`config.mk`:
```
export PLATFORM = sky130hd
export DESIGN_NAME = scoreboard_reg_file
export DESIGN_NICKNAME = d
export VERILOG_FILES = /design/src/rtl/scoreboard_reg_file.sv
export SDC_FILE = /design/constraint.sdc
export NUM_CORES = 1
export LEC_CHECK = 0
export ABC_AREA = 1
export ABC_CLOCK_PERIOD_IN_PS = 8090
export CORE_UTILIZATION = 54
export CTS_CLUSTER_DIAMETER = 80
export DETAILED_ROUTE_END_ITERATION = 8
export PLACE_DENSITY = 0.79
export SLEW_MARGIN = 20
export SYNTH_ARGS = -nofsm -noshare
export SYNTH_HDL_FRONTEND = slang
export SYNTH_SLANG_ARGS = --single-unit
```
`constraint.sdc`:
```
create_clock -name clk -period 8.09 [get_ports clk]
set_clock_uncertainty 0.1 [all_clocks]
set_input_delay 2.427 -clock clk [delete_from_list [all_inputs] [get_ports clk]]
set_output_delay 2.427 -clock clk [all_outputs]
set_load 0.02 [all_outputs]
```
`src/rtl/scoreboard_reg_file.sv`:
```
// Register file with per-register busy scoreboard for RAW hazard stalls.
// Ports: clk, clr (sync reset); write data/load/addrD; reads addrA/addrB -> a/b;
//   reserve rsv/rsv_addr; busy_a/busy_b, rsv_conflict, busy_cnt.
// Optional macro SCOREBOARD_BYPASS_EN: write-to-read forwarding.
module scoreboard_reg_file #(
  parameter int WIDTH    = 4,
  parameter int DEPTH    = 8,
  parameter int AW       = 3,
  parameter int ZERO_REG = 0
) (
  input  logic             clk,
  input  logic             clr,
  input  logic [WIDTH-1:0] data,
  input  logic             load,
  input  logic [AW-1:0]    addrD,
  input  logic [AW-1:0]    addrA,
  input  logic [AW-1:0]    addrB,
  output logic [WIDTH-1:0] a,
  output logic [WIDTH-1:0] b,
  input  logic             rsv,
  input  logic [AW-1:0]    rsv_addr,
  output logic             busy_a,
  output logic             busy_b,
  output logic             rsv_conflict,
  output logic [AW:0]      busy_cnt
);

  localparam logic [31:0] DEPTH_U = 32'(DEPTH);

  logic [WIDTH-1:0] regs_q [DEPTH];
  logic [WIDTH-1:0] regs_d [DEPTH];
  logic [DEPTH-1:0] busy_q, busy_d;
  logic [AW:0]      cnt_q, cnt_d;

  logic             wr_ok, rs_ok;
  logic             wbusy, rbusy;
  logic             inc, dec;
  logic [WIDTH-1:0] a_st, b_st;
  logic             ba_st, bb_st;

  // Out-of-range and hardwired-zero addresses never touch state.
  function automatic logic addr_ok(input logic [AW-1:0] ad);
    return (32'(ad) < DEPTH_U) && !((ZERO_REG != 0) && (ad == '0));
  endfunction

  // Address decode by comparison keeps reads of addresses >= DEPTH at 0.
  always_comb begin
    a_st  = '0;
    b_st  = '0;
    ba_st = 1'b0;
    bb_st = 1'b0;
    wbusy = 1'b0;
    rbusy = 1'b0;
    for (int i = 0; i < DEPTH; i++) begin
      if (addrA == AW'(i)) begin
        a_st  = regs_q[i];
        ba_st = busy_q[i];
      end
      if (addrB == AW'(i)) begin
        b_st  = regs_q[i];
        bb_st = busy_q[i];
      end
      if (addrD == AW'(i))
        wbusy = busy_q[i];
      if (rsv_addr == AW'(i))
        rbusy = busy_q[i];
    end
  end

  always_comb begin
    wr_ok  = load && addr_ok(addrD);
    rs_ok  = rsv && addr_ok(rsv_addr);
    regs_d = regs_q;
    busy_d = busy_q;
    // Write clears busy first; a same-address reserve belongs to a newer
    // instruction and wins.
    for (int i = 0; i < DEPTH; i++) begin
      if (wr_ok && (addrD == AW'(i))) begin
        regs_d[i] = data;
        busy_d[i] = 1'b0;
      end
      if (rs_ok && (rsv_addr == AW'(i)))
        busy_d[i] = 1'b1;
    end
    inc = rs_ok && !rbusy;
    dec = wr_ok && wbusy && !(rs_ok && (rsv_addr == addrD));
    cnt_d = cnt_q;
    if (inc && !dec)
      cnt_d = cnt_q + 1'b1;
    else if (dec && !inc)
      cnt_d = cnt_q - 1'b1;
  end

  always_ff @(posedge clk) begin
    if (clr) begin
      for (int i = 0; i < DEPTH; i++)
        regs_q[i] <= '0;
      busy_q <= '0;
      cnt_q  <= '0;
    end else begin
      for (int i = 0; i < DEPTH; i++)
        regs_q[i] <= regs_d[i];
      busy_q <= busy_d;
      cnt_q  <= cnt_d;
    end
  end

  assign rsv_conflict = rs_ok && rbusy;
  assign busy_cnt     = cnt_q;

`ifdef SCOREBOARD_BYPASS_EN
  logic byp_a, byp_b;

  always_comb begin
    byp_a  = wr_ok && (addrD == addrA);
    byp_b  = wr_ok && (addrD == addrB);
    a      = byp_a ? data : a_st;
    b      = byp_b ? data : b_st;
    // A forwarded result retires the reservation unless it is re-reserved.
    busy_a = ba_st && !(byp_a && !(rs_ok && (rsv_addr == addrA)));
    busy_b = bb_st && !(byp_b && !(rs_ok && (rsv_addr == addrB)));
  end
`else
  assign a      = a_st;
  assign b      = b_st;
  assign busy_a = ba_st;
  assign busy_b = bb_st;
`endif

endmodule

```
==> results of run 1 <==
[layer usage]
layer	track usage [%]	vias to the layer above	wire length, microns
li1	-	1422	-
met1	42.3	1308	3330
met2	45.4	158	3150
met3	4.78	24	554
met4	14.2	0	266
met5	0	-	0
[path summary, 6_finish.rpt]
check,end,cells past startpoint
worst min-delay path,busy_cnt[3],2
worst max-delay path,a[3],8
worst max register to register,busy_cnt[3],15
worst min register to register,busy_cnt[3],2
[area by class of cell]
| type | count | area, sq um | area share [%] |
|---|---|---|---|
| inverters | 30 | 113 | 3.72 |
| repair buffers | 35 | 348 | 11.5 |
| multi-input cells | 318 | 1530 | 50.5 |
| flip-flops and latches | 44 | 881 | 29.1 |
| clock buffers | 7 | 86.3 | 2.85 |
| well taps | 52 | 65.1 | 2.15 |
| clock inverters | 1 | 7.51 | 0.248 |
[report_power, final]
| part | switching [mW] | internal, mW |
|---|---|---|
| logic | 0.0579 | 0.0382 |
| registers | 0.00923 | 0.225 |
| clock network | 0.0757 | 0.0695 |
| total | 0.143 | 0.333 |
[critical path: stages]
cell,delay [ns]
clkdlybuf4s50_1,0.62
inv_2,0.09
nor3_1,0.51
nand2_1,0.10
nand4_1,0.17
nor2_1,0.06
nand4_1,0.07
clkdlybuf4s50_1,0.61
[sequential cells by signal, summed over array words and instances, names as in the netlist]
register  cells
busy_q        8
busy_cnt      4
regs_q       32
[cells by family (layout without fill, tap and decap cells)]
family / count (synthesis) / in the layout / share of synthesized area (%)
compound gates: 54 / 54 / 11.1
xor+xnor: 4 / 4 / 1.35
buf+inv: 47 / 73 / 7.18
fa+ha+maj: 4 / 4 / 2.22
simple gates: 256 / 256 / 44.2
flops: 44 / 44 / 33.9
[per-stage QoR]
| step | power [mW] | setup WS, ns | utilization [%] | cells |
|---|---|---|---|---|
| floorplan | 0.298 | 2.18 | - | 409 |
| global placement | 0.332 | 0.953 | 65.6 | 479 |
| detailed placement | 0.334 | 0.965 | 65.6 | 479 |
| CTS | 0.477 | 0.953 | 67.7 | 487 |
| global route | 0.497 | 0.798 | 67.7 | 487 |
| finish | 0.476 | 0.917 | 67.7 | 487 |
[Yosys cell counts (7+ instances only)]
library cell | number | share of area, %
nand2_1 | 142 | 21
a21oi_1 | 44 | 8.5
dfxtp_1 | 44 | 34
nand4_1 | 33 | 8.0
nor2_1 | 33 | 4.8
nand3_1 | 24 | 4.6
inv_1 | 23 | 3.3
nor3_1 | 15 | 2.9
clkbuf_1 | 11 | 1.6
inv_2 | 7 | 1.0
==> impl_results.md, run 1 <==
* Clock latency on the worst-skew pair at 0.30 ns
* Worst Hold Slack at 0.395 ns
* Antenna violations before repair at 0
* H-tree Lvls at 2
* First-pass GRT wire length at 12100 microns
* Headroom to the max-slew limit at 47.9%
* DP Area at 2940 sq um
* I/O pins at 35
* Routed wire per std cell at 15.0 microns
* # diodes at 0
* Layout cells sized above 1 at 5.29%
* CTS buffer count at 5
* Largest net degree at the start of global routing at 45
* Max-cap violations at 0
* CTS root buf: clkbuf_8
* # hold bufs at CTS at 0
* Most frequent cells in the layout: nand2_1 (142), a21oi_1 (44), dfxtp_1 (44)
* Area growth, synth to finish at 16.7%
* Final Cycle Share at 88.7%
* R2r startpoint: busy_q[1]
* Die X at 71.3 microns
* Leakage at 1.10 nW
* Crit end category: output port
* Core footprint at 4470 sq um
* Unrepaired setup endpoints after global routing: no
* Crit Path Max Fanout at 5
* DRT Pass-1 Iters at 7
* DR DRC count at 2
* Vias per std cell at 5.98
* Reg2Reg Setup Slack at 5.79 ns
* Least-Margin Pin Slew at 0.779 ns
* Mean post-synth cell area at 6.35 sq um
* Synth Cell Area at 2600 sq um
* Unique masters post-synth at 25
* # resized after CTS at 0
* # setup viols final at 0
* Fin crit period at 7.17 ns
* Maximum clock frequency at 0.139 GHz
* Row cnt at 24
* Max Root-Sink Buffers at 2
* CP required at 5.56 ns
* Clk sink count at 44
* Fin. max-slew vios at 0
* Final ANT Viol Nets at 0
* Setup crit start: addrA[1]
* Hold Path Class: flip-flop to flip-flop
* Total Neg Setup Slack at 0 ns
* I/O Buffers at 34
* Clk pin slew, worst setup/hold paths at 0.08 ns
* TritonCTS clock tree: yes
* Initial DRC Count at 342
* Post-CTS Setup Bufs at 0
* Gp weighted congestion at 0.940
* Most common cell after layout, fill and taps aside: nand2_1
* Initial Util at 58.0%
* # fillers at 411
* VDD IR max at 0.0978 mV
* Top_reg_cell synth: dfxtp_1
* Hold path startpoint: busy_cnt[3]
* Flops & latches, synth at 44
* Status: finished with violations
* PD cells at 157 nW/um^2
* Routed WL at 7310 microns
* Nets at 458
* Number of synthesis warnings at 0
* CP Launch Type: input port
* Post-route cell area at 3030 sq um
* Synthesized Nets at 433
* Number of flops mapped to enable cells by yosys at 0
* Register area share after synthesis at 33.9%
* Post-synthesis cell count at 409
* Final Hold Vio Count at 0
* Final HPWL DP at 5410 microns
* Number of global-route vias before repair at 2586
* Total die area at 5090 sq um
* Gr ovfl total at 0
* Failing checks: DRC
* Die height at 71.3 microns
* Global Route Usage Sum at 30.2%
* Post-synthesis async set-or-reset flop share at 0%
* Setup CP Type: input port to output port
* Vias at 2912
* CP arrival at 4.65 ns
No activity file was read; power rests on OpenSTA's default activity.
==> run 2: changes to the inputs <==
Settings changed: CELL_PAD_IN_SITES_DETAIL_PLACEMENT set to 0, CELL_PAD_IN_SITES_GLOBAL_PLACEMENT set to 2, CORE_UTILIZATION 54 to 32, PLACE_DENSITY 0.79 to unset, PLACE_DENSITY_LB_ADDON set to 0.1.
==> impl_results.md, run 2 (synthesized netlist as in run 1, its figures left out) <==
* Status: finished clean
* Worst slack, placed at 0.865 ns
* # diodes at 0
* # resized after CTS at 0
* Crit end category: output port
* PD cells at 154 nW/um^2
* Core footprint at 7770 sq um
* First-pass GRT wire length at 14300 microns
* Initial Util at 33.4%
* Top delay family on crit path: buffers and inverters
* Headroom to the max-slew limit at 46.5%
* H-tree Lvls at 2
* # fillers at 872
* Gr ovfl total at 0
* Total Power at 0.479 mW
* Final Hold Vio Count at 0
* # hold bufs at CTS at 0
* DP Area at 3020 sq um
* Vias at 2832
* Leakage at 1.12 nW
* I/O Buffers at 34
* Worst Hold Slack at 0.389 ns
* Hold Path Class: flip-flop to flip-flop
* WP depth at 9
* Worst R2R Path Depth at 15
* VDD IR max at 0.0657 mV
* Routed wire per std cell at 16.4 microns
* DR DRC count at 0
* Worst path bufs/invs at 2
* Fin crit period at 7.20 ns
* Final Non-Filler Cells at 540
* Clk sink count at 44
* Final ANT Viol Nets at 0
* Max Root-Sink Buffers at 2
* Worst Setup EP: a[0]
* Antenna violations before repair at 0
* Post-route cell area at 3110 sq um
* CP Cell Sequence: clkdlybuf4s50_1 -> nor3_1 -> nand2_1 -> nand2_1 -> a21oi_1 -> nand3_1 -> nand2_1 -> nand3_2 -> clkdlybuf4s50_1
* Total die area at 8480 sq um
* Setup CP Type: input port to output port
* Final HPWL DP at 6410 microns
* Max FFs per register at 32
* Gp weighted congestion at 0.773
* Routed WL at 8860 microns
* Cell count after placement at 532
* Most common cell after layout, fill and taps aside: nand2_1
* Max stage delay on crit path at 0.60 ns
* Fin. max-slew vios at 0
* Area growth, synth to finish at 19.9%
* PnR worst setup slack at 0.886 ns
* Fin util at 40.1%
* CP Launch Type: input port
* RR Endpoint: busy_cnt[3]
* Critical Path Most Common Cell: nand2_1
* DRT Pass-1 Iters at 4
* Least-Margin Pin Slew at 0.801 ns
* Global Route Usage Sum at 21.9%
* Clk pin slew, worst setup/hold paths at 0.08 ns
* Reg2Reg Setup Slack at 5.81 ns
* CTS root buf: clkbuf_8
* Nets at 461
* Max-cap violations at 0
* Post-CTS Setup Bufs at 0
* CP arrival at 4.68 ns
* Final Cycle Share at 89.1%
* Most frequent cells in the layout: nand2_1 (142), a21oi_1 (44), dfxtp_1 (44)
* Unrepaired setup endpoints after global routing: no
* Sequential Area at 881 sq um
* Layout cells sized above 1 at 6.16%
* Multi-input logic area at 1530 sq um
* Number of global-route vias before repair at 2656
* Maximum clock frequency at 0.139 GHz
* # setup viols final at 0
* Die height at 92.1 microns
* Clock latency on the worst-skew pair at 0.29 ns
* CP required at 5.56 ns
* Largest net degree at the start of global routing at 45
* CTS buffer count at 5
* Largest Register: regs_q
* R2r startpoint: busy_q[1]
* Initial DRC Count at 135
* Die X at 92.1 microns
* Crit Path Max Fanout at 5
* Vias per std cell at 5.24
* Critical path's slowest cell: nor3_1
* TritonCTS clock tree: yes
* I/O pins at 35
* Cells on Worst Hold Path at 2
* Total Neg Setup Slack at 0 ns
* Setup crit start: addrA[1]
* Row cnt at 32
run 2: changes by cell type in the layout (fill, tap and decap cells not counted), sizes merged:
cell / before / now
clkinv: 0 / 2
clkbuf: 7 / 6
buf: 1 / 4
clkinvlp: 1 / 0
run 2: power breakdown:
| group | leakage (nW) | switching (mW) | internal (mW) | total, mW |
|---|---|---|---|---|
| sequential | 0.357 | 0.00982 | 0.225 | 0.235 |
| combinational | 0.710 | 0.0597 | 0.0387 | 0.0984 |
| clock | 0.0510 | 0.0776 | 0.0683 | 0.146 |
| total | 1.12 | 0.147 | 0.332 | 0.479 |
run 2: worst min path at each step:
stage	start	to	slack [ns]
after floorplan	regs_q[16]	regs_q[16]	0.35
after global placement	regs_q[9]	regs_q[9]	0.37
after detailed placement	regs_q[9]	regs_q[9]	0.38
after CTS	regs_q[9]	regs_q[9]	0.39
after global routing	regs_q[1]	regs_q[1]	0.41
final	regs_q[11]	regs_q[11]	0.39
run 2: layout make-up:
type	count	area share (%)
multi-input cells	318	49.1
flip-flops and latches	44	28.3
repair buffers	38	11.9
well taps	102	4.10
inverters	30	3.62
clock buffers	6	2.65
clock inverters	2	0.322
run 2: worst register-to-register path, delay by kind of cell (launching register included):
kind	cells	cell delay [ns]
buffers and inverters	1	0.10
flip-flops	1	0.39
adder cells (fa/ha/maj)	2	0.52
AO/OA/AOI/OAI	2	0.19
XOR/XNOR	1	0.14
AND/OR/NAND/NOR	9	0.72
run 2: layer usage:
layer | up-vias | share of wire (%) | track usage, %
li1 | 1424 | - | -
met1 | 1322 | 48 | 30.9
met2 | 75 | 45 | 34.3
met3 | 11 | 5.5 | 3.15
met4 | 0 | 1.7 | 6.90
met5 | - | 0 | 0
==> run 3: changes to the inputs <==
Settings changed: ABC_CLOCK_PERIOD_IN_PS 8090 to 8600, CTS_CLUSTER_DIAMETER 80 to 60.
Clock period 8.09 ns to 8.6 ns, I/O delays scaled along.
==> impl_results.md, run 3 (synthesized netlist as in run 1, its figures left out) <==
* Status: finished clean
* Final Hold Vio Count at 0
* Gp weighted congestion at 0.816
* Row cnt at 32
* Most common cell after layout, fill and taps aside: nand2_1
* Global Route Usage Sum at 21.1%
* Largest Register: regs_q
* Clk sink count at 44
* Fin. max-slew vios at 0
* Max Root-Sink Buffers at 2
* # diodes at 0
* Most frequent cells in the layout: nand2_1 (142), a21oi_1 (44), dfxtp_1 (44)
* Crit end category: output port
* CTS buffer count at 5
* Area growth, synth to finish at 19.8%
* H-tree Lvls at 2
* Clk pin slew, worst setup/hold paths at 0.09 ns
* Cells on Worst Hold Path at 2
* VDD IR max at 0.0978 mV
* Core footprint at 7770 sq um
* Unrepaired setup endpoints after global routing: no
* Setup CP Type: input port to output port
* Layout cells sized above 1 at 5.52%
* Routed WL at 8480 microns
* Fin util at 40.0%
* # setup viols final at 0
* Headroom to the max-slew limit at 45.6%
* Routed wire per std cell at 15.8 microns
* DRT Pass-1 Iters at 4
* I/O Buffers at 34
* Initial DRC Count at 106
* DR DRC count at 0
* Gr ovfl total at 0
* Number of global-route vias before repair at 2580
* PD cells at 153 nW/um^2
* Fin crit period at 7.52 ns
* Total Neg Setup Slack at 0 ns
* # hold bufs at CTS at 0
* Vias per std cell at 5.11
* Crit Path Max Fanout at 5
* TritonCTS clock tree: yes
* CP arrival at 4.84 ns
* # resized after CTS at 0
* Final ANT Viol Nets at 0
* Vias at 2744
* Least-Margin Pin Slew at 0.814 ns
* CP required at 5.92 ns
* CP Launch Type: input port
* Final Cycle Share at 87.5%
* Die X at 92.1 microns
* Leakage at 1.11 nW
* Die height at 92.1 microns
* Antenna violations before repair at 0
* Nets at 458
* Final HPWL DP at 6230 microns
* First-pass GRT wire length at 13800 microns
* Largest net degree at the start of global routing at 45
* # fillers at 841
* Max-cap violations at 0
* Worst Hold Slack at 0.390 ns
* Hold Path Class: flip-flop to flip-flop
* Initial Util at 33.4%
* CTS root buf: clkbuf_8
* Maximum clock frequency at 0.133 GHz
* Clock latency on the worst-skew pair at 0.30 ns
* I/O pins at 35
* Total die area at 8480 sq um
* Worst R2R Path Depth at 15
* Max FFs per register at 32
* Post-CTS Setup Bufs at 0
[run 3: metrics by stage]
| step | setup WS, ns | area, sq um | std cells | total power, mW |
|---|---|---|---|---|
| floorplan | 2.38 | 2600 | 409 | 0.280 |
| global placement | 1.06 | 3000 | 529 | 0.317 |
| detailed placement | 1.10 | 3000 | 529 | 0.317 |
| CTS | 1.09 | 3110 | 537 | 0.479 |
| global route | 0.929 | 3110 | 537 | 0.498 |
| finish | 1.08 | 3110 | 537 | 0.476 |
[run 3: final timing paths]
path | startpoint | to | slack [ns]
worst max-delay path | addrA[1] | a[0] | 1.08
worst min-delay path | regs_q[27] | regs_q[27] | 0.39
worst max register to register | busy_q[1] | busy_cnt[3] | 6.31
worst min register to register | regs_q[27] | regs_q[27] | 0.39
[run 3: cell type report]
cell class              count  area [sq um]  area share [%]
clock buffers               5          68.8            2.21
clock inverters             3          42.5            1.37
inverters                  30           113            3.62
multi-input cells         318          1530            49.2
flip-flops and latches     44           881            28.3
well taps                 102           128            4.10
repair buffers             35           348            11.2
[run 3: per-layer routing]
metal	global-route usage (%)	routed length [microns]	part of all wire, %
met1	29.1	4120	49
met2	34.0	3710	44
met3	2.99	497	5.9
met4	6.12	145	1.7
met5	0	0	0
[run 3: where the power goes]
part	internal, mW	total, mW	leakage [nW]	switching, mW
sequential	0.212	0.221	0.357	0.00856
combinational	0.0358	0.0920	0.694	0.0561
clock	0.0861	0.164	0.0541	0.0778
total	0.334	0.476	1.11	0.142
[run 3: critical path: stages]
cell,delay (ns)
clkdlybuf4s50_1,0.55
nor3_1,0.60
nand2_1,0.11
nand2_1,0.10
a21oi_1,0.05
nand3_1,0.13
nand2_1,0.08
nand3_2,0.06
clkdlybuf4s50_1,0.60
==> RTL edit (config.mk and constraints of run 2) <==
Register the outputs `a`, `b`, `busy_a`, `busy_b` and `rsv_conflict`; this adds one clock of latency there. The other outputs are not delayed to match.
--- a/src/rtl/scoreboard_reg_file.sv
+++ b/src/rtl/scoreboard_reg_file.sv
@@ -107,3 +107,9 @@
 
-  assign rsv_conflict = rs_ok && rbusy;
+  always_ff @(posedge clk) begin
+    a            <= a_st;
+    b            <= b_st;
+    busy_a       <= ba_st;
+    busy_b       <= bb_st;
+    rsv_conflict <= rs_ok && rbusy;
+  end
   assign busy_cnt     = cnt_q;
@@ -123,6 +129,2 @@
 `else
-  assign a      = a_st;
-  assign b      = b_st;
-  assign busy_a = ba_st;
-  assign busy_b = bb_st;
 `endif
Behaviour: not the same (Yosys sat finds a counterexample within 4 cycles, from zero or initial values).
==> RTL edit against run 2 <==
  * Via count rose by 0.21%
  * Routed wire length down 3.4%
  * Total power rose by 16%
  * Setup slack improved by 2.3 ns
  * Critical path type is now primary input to flip-flop
  * Cell area increased by 7.3%
  * Sequential cell count increased by 11
  * Synthesized area increased by 8.9%
  * Critical endpoint is now busy_cnt[3]
==> RTL edit: results (changes against run 2) <==
metric,value,unit,change
result of the run,"complete, no violations",,unchanged
critical path arrival,4.99,ns,was 4.68 ns
met1 wire length,4330,um,was 4270 um
final estimated routing congestion in global placement,0.816,,was 0.773
fraction of layout cells with a size suffix above 1,5.33,%,was 6.16%
number of antenna violations at the first check in global routing,0,,unchanged
critical path's top delay family,buffers and inverters,,unchanged
largest registers ranked by flip-flop count,"regs_q x32, busy_q x8",,
largest incremental delay on the critical path,1.03,ns,was 0.60 ns
crit path max fanout,23,,was 5
number of filler instances in the final layout,926,,was 872
highest-delay cell along the critical path,sky130_fd_sc_hd__clkdlybuf4s50_1,,was sky130_fd_sc_hd__nor3_1
met3 routing resource usage after global routing,2.92,%,was 3.15%
post-synthesis area per instance,6.70,um2,was 6.35 um2
DPL Wire Length,6400,um,was 6410 um
cell types with the highest counts after synthesis,"sky130_fd_sc_hd__nand2_1 (144), sky130_fd_sc_hd__dfxtp_1 (55), sky130_fd_sc_hd__a21oi_1 (42), sky130_fd_sc_hd__nor2_1 (34), sky130_fd_sc_hd__nand4_1 (33)",,"was sky130_fd_sc_hd__nand2_1 (142), sky130_fd_sc_hd__a21oi_1 (44), sky130_fd_sc_hd__dfxtp_1 (44), sky130_fd_sc_hd__nand4_1 (33), sky130_fd_sc_hd__nor2_1 (33)"
met1 usage,29.7,%,was 30.9%
filler-free cell count of the finished design,555,,was 540
DRC violation total after the first TritonRoute iteration,229,,was 135
post-placement cell count,547,,was 532
Ys Warns,0,,unchanged
total routing resource utilization after global routing,20.3,%,was 21.9%
total via count after detailed routing,2838,,was 2832
GR met2 Demand/Resource,31.0,%,was 34.3%
static power due to leakage,1.20,nW,was 1.12 nW
"IR drop worst, VDD",0.0000812,V,was 0.0000657 V
via count of the first global-routing pass,2613,,was 2656
share of the yosys chip area belonging to registers,38.9,%,was 33.9%
WL/cell,15.4,um,was 16.4 um
syn nets,446,,was 433
met3 wire length,459,um,was 487 um
Max transition margin,42.9,%,was 46.5%
"Setup violations, final",0,,unchanged
port bufs,34,,unchanged
Clock Pin Slew Worst Setup and Hold Paths,0.10,ns,was 0.08 ns
number of unique standard cell types used by synthesis,26,,was 25
"Net count, final",473,,was 461
critical path launch point,load,,was addrA[1]
wire length on met2,3640,um,was 3950 um
clock network latency to the later pin of the worst-skew pair,0.31,ns,was 0.29 ns
largest cells by area after synthesis,"sky130_fd_sc_hd__dfxtp_1 (39%), sky130_fd_sc_hd__nand2_1 (19%), sky130_fd_sc_hd__a21oi_1 (7.4%)",,"was sky130_fd_sc_hd__dfxtp_1 (34%), sky130_fd_sc_hd__nand2_1 (21%), sky130_fd_sc_hd__a21oi_1 (8.5%)"
root buffer cell,sky130_fd_sc_hd__clkbuf_8,,unchanged
wire length of the first global-routing pass,14000,um,was 14300 um
launch instance of the worst min-delay path,regs_q[27],,was regs_q[11]
[RTL edit: changes by cell type after synthesis, sizes merged, moves of 2 or more]
cell,run 2,this run
dfxtp,44,55
nor2,33,37
inv,30,33
nor3,21,18
a21oi,44,42
nand2,143,145
[RTL edit: layout make-up]
| type | instances | share of cell area, % |
|---|---|---|
| Multi-Input combinational cell | 319 | 46.0 |
| Sequential cell | 55 | 33.0 |
| Timing Repair Buffer | 35 | 10.4 |
| Tap cell | 105 | 3.93 |
| Inverter | 33 | 3.78 |
| Clock buffer | 5 | 2.06 |
| Clock inverter | 3 | 0.824 |
[RTL edit: final timing paths]
check	to	slack, ns
hold reg to reg	regs_q[27]	0.38
setup reg to reg	busy_cnt[3]	5.76
setup / recovery	busy_cnt[3]	3.19
hold / removal	regs_q[27]	0.38
[RTL edit: metrics by stage]
step / setup slack (ns) / area, um2 / hold slack [ns] / utilization [%]
after global placement: 2.92 / 3240 / 0.369 / 38.7
final: 3.19 / 3340 / 0.384 / 39.8
after CTS: 3.18 / 3340 / 0.385 / 39.8
after detailed placement: 2.85 / 3240 / 0.371 / 38.7
after global routing: 2.85 / 3340 / 0.416 / 39.8
after floorplan: 3.68 / 2830 / 0.353 / -
[RTL edit: logic make-up after synthesis]
kind of cell / Yosys count / synth area share [%]
fa+ha+maj: 4 / 2.04
flops: 55 / 38.9
buf+inv: 48 / 6.73
compound gates: 51 / 10.2
simple gates: 259 / 40.6
xor+xnor: 5 / 1.55
[RTL edit: power breakdown]
part           switching, W  internal, W
registers         0.0000102     0.000282
logic             0.0000598    0.0000394
clock network      0.000100    0.0000639
total              0.000170     0.000385
